$ cat src/rtl/ramz_arbiter.sv
// Two-requester arbiter for a 32x32 simple-dual-port block RAM.
// The write port and the read port each run their own round-robin arbiter.
module ramz_arbiter #(
    parameter int ADDR_W = 5,
    parameter int DATA_W = 32
) (
    input  logic              clk,
    input  logic              rst,

    input  logic              m0_req,
    input  logic              m0_we,
    input  logic [ADDR_W-1:0] m0_addr,
    input  logic [DATA_W-1:0] m0_wdata,
    output logic              m0_gnt,
    output logic              m0_rvalid,

    input  logic              m1_req,
    input  logic              m1_we,
    input  logic [ADDR_W-1:0] m1_addr,
    input  logic [DATA_W-1:0] m1_wdata,
    output logic              m1_gnt,
    output logic              m1_rvalid,

    output logic [DATA_W-1:0] rdata,

    output logic              ram_wea,
    output logic [ADDR_W-1:0] ram_addra,
    output logic [DATA_W-1:0] ram_dina,
    output logic [ADDR_W-1:0] ram_addrb,
    input  logic [DATA_W-1:0] ram_doutb
);

    logic              wrCand0, wrCand1, rdCand0, rdCand1;
    logic              wrAny, rdAny;
    logic              wrWinId, rdWinId;
    logic [ADDR_W-1:0] wrAddr, rdAddr;
    logic [DATA_W-1:0] wrData;
    logic              hazard, wrGrant, rdGrant;

    logic              wrLast_q, wrLast_d;
    logic              rdLast_q, rdLast_d;
    logic              rdStalled_q, rdStalled_d;
    logic              rdPend_q, rdPend_d;
    logic              rdTag_q, rdTag_d;
    logic [ADDR_W-1:0] addrb_q, addrb_d;

    // Candidate selection: on contention the requester that did not win last time goes first.
    always_comb begin
        wrCand0 = m0_req & m0_we;
        wrCand1 = m1_req & m1_we;
        rdCand0 = m0_req & ~m0_we;
        rdCand1 = m1_req & ~m1_we;

        wrAny = wrCand0 | wrCand1;
        rdAny = rdCand0 | rdCand1;

        if (wrCand0 && wrCand1) begin
            wrWinId = ~wrLast_q;
        end else begin
            wrWinId = wrCand1;
        end

        if (rdCand0 && rdCand1) begin
            rdWinId = ~rdLast_q;
        end else begin
            rdWinId = rdCand1;
        end

        wrAddr = wrWinId ? m1_addr  : m0_addr;
        wrData = wrWinId ? m1_wdata : m0_wdata;
        rdAddr = rdWinId ? m1_addr  : m0_addr;
    end

    // Same-address conflict: the write goes first, but a read that already lost once wins next.
    always_comb begin
        hazard  = wrAny & rdAny & (wrAddr == rdAddr);
        wrGrant = wrAny & ~rst & ~(hazard & rdStalled_q);
        rdGrant = rdAny & ~rst & ~(hazard & ~rdStalled_q);

        wrLast_d = wrGrant ? wrWinId : wrLast_q;
        rdLast_d = rdGrant ? rdWinId : rdLast_q;

        rdStalled_d = rdStalled_q;
        if (rdGrant || !rdAny) begin
            rdStalled_d = 1'b0;
        end else if (hazard) begin
            rdStalled_d = 1'b1;
        end

        rdPend_d = rdGrant;
        rdTag_d  = rdGrant ? rdWinId : rdTag_q;
        addrb_d  = rdGrant ? rdAddr  : addrb_q;
    end

    always_ff @(posedge clk or posedge rst) begin
        if (rst) begin
            wrLast_q    <= 1'b1;
            rdLast_q    <= 1'b1;
            rdStalled_q <= 1'b0;
            rdPend_q    <= 1'b0;
            rdTag_q     <= 1'b0;
            addrb_q     <= '0;
        end else begin
            wrLast_q    <= wrLast_d;
            rdLast_q    <= rdLast_d;
            rdStalled_q <= rdStalled_d;
            rdPend_q    <= rdPend_d;
            rdTag_q     <= rdTag_d;
            addrb_q     <= addrb_d;
        end
    end

    // A requester is either a write or a read candidate, never both, so the OR is exclusive.
    always_comb begin
        m0_gnt    = (wrGrant & ~wrWinId) | (rdGrant & ~rdWinId);
        m1_gnt    = (wrGrant &  wrWinId) | (rdGrant &  rdWinId);

        ram_wea   = wrGrant;
        ram_addra = wrGrant ? wrAddr : '0;
        ram_dina  = wrGrant ? wrData : '0;
        ram_addrb = addrb_d;

        m0_rvalid = rdPend_q & ~rdTag_q & ~rst;
        m1_rvalid = rdPend_q &  rdTag_q & ~rst;
        rdata     = ram_doutb;
    end

endmodule

$ cat config.mk
export PLATFORM = sky130hd
export DESIGN_NAME = ramz_arbiter
export DESIGN_NICKNAME = d
export VERILOG_FILES = /design/src/rtl/ramz_arbiter.sv
export SDC_FILE = /design/constraint.sdc
export NUM_CORES = 1
export LEC_CHECK = 0
export ABC_AREA = 0
export CORE_MARGIN = 10
export CORE_UTILIZATION = 27
export CTS_BUF_LIST = sky130_fd_sc_hd__clkbuf_8
export CTS_CLUSTER_SIZE = 28
export DETAILED_ROUTE_END_ITERATION = 10
export HOLD_SLACK_MARGIN = 0.05
export PLACE_DENSITY = 0.87
export SLEW_MARGIN = 10
export SYNTH_ARGS = -nofsm -noshare
export SYNTH_HDL_FRONTEND = slang
export SYNTH_SLANG_ARGS = --single-unit
$ cat constraint.sdc
create_clock -name clk -period 2.3 [get_ports clk]
set_input_delay 0.23 -clock clk [delete_from_list [all_inputs] [get_ports clk]]
set_output_delay 0.23 -clock clk [all_outputs]
set_load 0.01 [all_outputs]
==> out/metrics.yaml <==
initial_core_util: 0.2775
syn-mean-instance-area_sq_um: 6.519
cp_slowest_cell: "o31ai_4"
drt_iter0_drc: 72
maxCapViolCount: 0
dp.cells: 417
yosysWarnings: 0
ys_ff_latch: 10
clk_pin_slew_ps: 50
finalSetupViolCount: 0
ctsHoldBuffers: 0
min_path_type: "in2async"
die_w_um: 95.01
worst_ep_required_time_ps: 2070
die_h_um: 95.01
core-area_sq_um: 5473
synth_top_area_cell: "nand2_1"
netlist.area_leader.share: 0.2249
diodes: 0
grt_pass1_wl_mm: 10.12
ys_top_cells_by_area: "nand2_1, buf_4, dfrtp_1"
nNetsFinal: 471
drtAntennaViolNets: 0
startpoint_type: "primary input"
cts_max_level: 1
grt_max_degree: 39
yosysUniqueCellTypes: 33
drt-wirelength-per-cell_um: 16.01
yosysSeqAreaShare: 0.1664
fin_tns_setup_ps: 0
drt_wl_total_mm: 6.884
p_leak_nw: 1.470
worst-path-buf-inv: 4
ios: 191
crit_fanout: 5
vias_per_cell: 4.758
hold_viol: 0
die_area_sq_um: 9026
grt_pass1_vias: 2187
fillers: 521
cp_cell_sequence: "clkdlybuf4s15_1, xnor2_1, nand4_1, o31ai_4, buf_6, a31oi_4, buf_6, mux2_4, buf_6"
cts_buffer_depth: 2
crit_top_cell: "buf_6"
max_freq_ghz: 0.4419
syn_inst: 233
fin_cells: 430
grt_usage: 0.1378
area_growth_pct: 95.31
cts_tree: "done"
crit_arrival_ps: 2030
p_per_area_nw_per_um2: 328.6
fin_crit_ps: 2263
gp_congestion: 0.8615
antenna_found_initial: 0
final_layout_size_suffix_gt1_frac: 0.2318
synthFlopType: "dfrtp_1"
root_buffer: "clkbuf_8"
worstSkewPairLatency_ps: 240
synth_edf_count: 0
tightestPinTransition_ps: 484.4
synth_area_sq_um: 1519
relSlewSlack: 0.6737
power_mw: 0.9747
vias: 2046
numPortBuffers: 126
cts_made_buffers: 3
path_delay_family: "buffers and inverters"
syn-num-nets: 345
slowest_delay_ps: 350
cp-end-kind: "output pin"
fin_skew_ps: 3.949
overflow: 0
status: "complete, no violations"
worstSetupPathType: "in2out"
drc: 0
post-route-period-util: 0.9838
slew_violations: 0
numClockSinks: 10
dp_hpwl_mm: 5.315
async_flop_share: 1.000
drt_pre_antenna_iters: 4
peakVddDrop_uv: 336.8
num_rows: 27
[registers in the layout, summed over array words and instances, names as in the netlist]
register	cells
rdTag_q	1
rdPend_q	1
addrb_q	5
rdLast_q	1
rdStalled_q	1
wrLast_q	1
[synthesized netlist by cell type, drive strengths merged (2+ instances only)]
master and count:
a21o 2, a21oi 41, and3 3, buf 36, clkbuf 8, dfrtp 8, dfstp 2, inv 2
mux2 8, nand2 91, nand2b 4, nand3 2, nor2 5, nor2b 4, o21ai 3, xnor2 4
[repair_timing]
action                                 in CTS  in global routing
endpoints found under the hold margin       0                  0
setup endpoints to repair                  45                 44
gates resized for setup                    87                 29
cloned                                      1                  0
pin swaps                                   5                  8
setup buffers                               6                  2
[kinds of logic after synthesis]
| kind of cell | count (synthesis) | synth area share |
|---|---|---|
| xor gates and xnor gates | 4 | 0.02306 |
| muxes | 8 | 0.05931 |
| and+or+nand+nor | 114 | 0.3130 |
| buffers and inverters | 46 | 0.2067 |
| DFF | 10 | 0.1664 |
| AOI/OAI and AO/OA | 51 | 0.2315 |
[report_power, final]
part	internal [mW]	leakage (nW)	switching (mW)	total, mW
clock	0.117	0.0269	0.0725	0.190
combinational	0.325	1.32	0.233	0.558
sequential	0.210	0.121	0.0167	0.227
total	0.653	1.47	0.322	0.975
[path summary, 6_finish.rpt]
kind	startpoint	endpoint	slack (ps)	depth (start not counted)
hold reg to reg	addrb_q[3]	addrb_q[3]	500	1
setup reg to reg	wrLast_q	rdTag_q	330	9
setup / recovery	m0_addr[1]	ram_addrb[2]	40	9
max in group asynchronous	rst	wrLast_q	1640	3
min in group clk	ram_doutb[0]	rdata[0]	460	0
hold / removal	rst	addrb_q[4]	430	3
[final cells by class]
type / count / area [sq um] / share of cell area
Timing Repair Buffer: 165 / 1553 / 0.5234
Multi-Input combinational cell: 177 / 1018 / 0.3433
Sequential cell: 10 / 252.7 / 0.08520
Tap cell: 72 / 90.09 / 0.03037
Clock buffer: 3 / 41.29 / 0.01392
Inverter: 2 / 7.507 / 0.002531
Clock inverter: 1 / 3.754 / 0.001265
[routing by layer]
metal  wire (um)  up-vias  track usage
met5           0        -            0
met4         187        0      0.05611
met3         707       25      0.04996
met2        3276      117       0.2426
met1        2712      920       0.1459
li1            -      984            -
[worst min-delay path, stage by stage]
cell and delay, ps:
clkdlybuf4s50_1 480, inv_1 110, buf_4 200
[through the flow]
stage / area (sq um) / hold WS, ps / setup slack, ps / utilization
finish: 2967 / 430.4 / 37.17 / 0.5421
detailed placement: 2816 / 460.1 / -454.7 / 0.5146
global placement: 2816 / 460.1 / -414.9 / 0.5146
global route: 2967 / 458.7 / -14.10 / 0.5421
floorplan: 1519 / 79.53 / 534.8 / -
CTS: 2902 / 429.1 / 55.08 / 0.5302
[placed cells by master, fill, tap and decap left out, drive strengths merged]
master | netlist | layout
a21o | 2 | 2
a21oi | 41 | 41
a2bb2oi | 1 | 1
a31oi | 1 | 1
a32oi | 1 | 1
a41o | 1 | 1
and2b | 1 | 1
and3 | 3 | 3
and4b | 1 | 1
buf | 36 | 43
clkbuf | 8 | 9
clkdlybuf4s15 | 0 | 4
clkdlybuf4s50 | 0 | 67
dfrtp | 8 | 8
dfstp | 2 | 2
dlygate4sd2 | 0 | 45
inv | 2 | 3
mux2 | 8 | 8
nand2 | 91 | 91
nand2b | 4 | 4
nand3 | 2 | 2
nand4 | 1 | 1
nor2 | 5 | 5
nor2b | 4 | 4
nor3 | 1 | 1
nor3b | 1 | 1
o21ai | 3 | 3
o31ai | 1 | 1
xnor2 | 4 | 4
(Power assumes the default switching activity.)
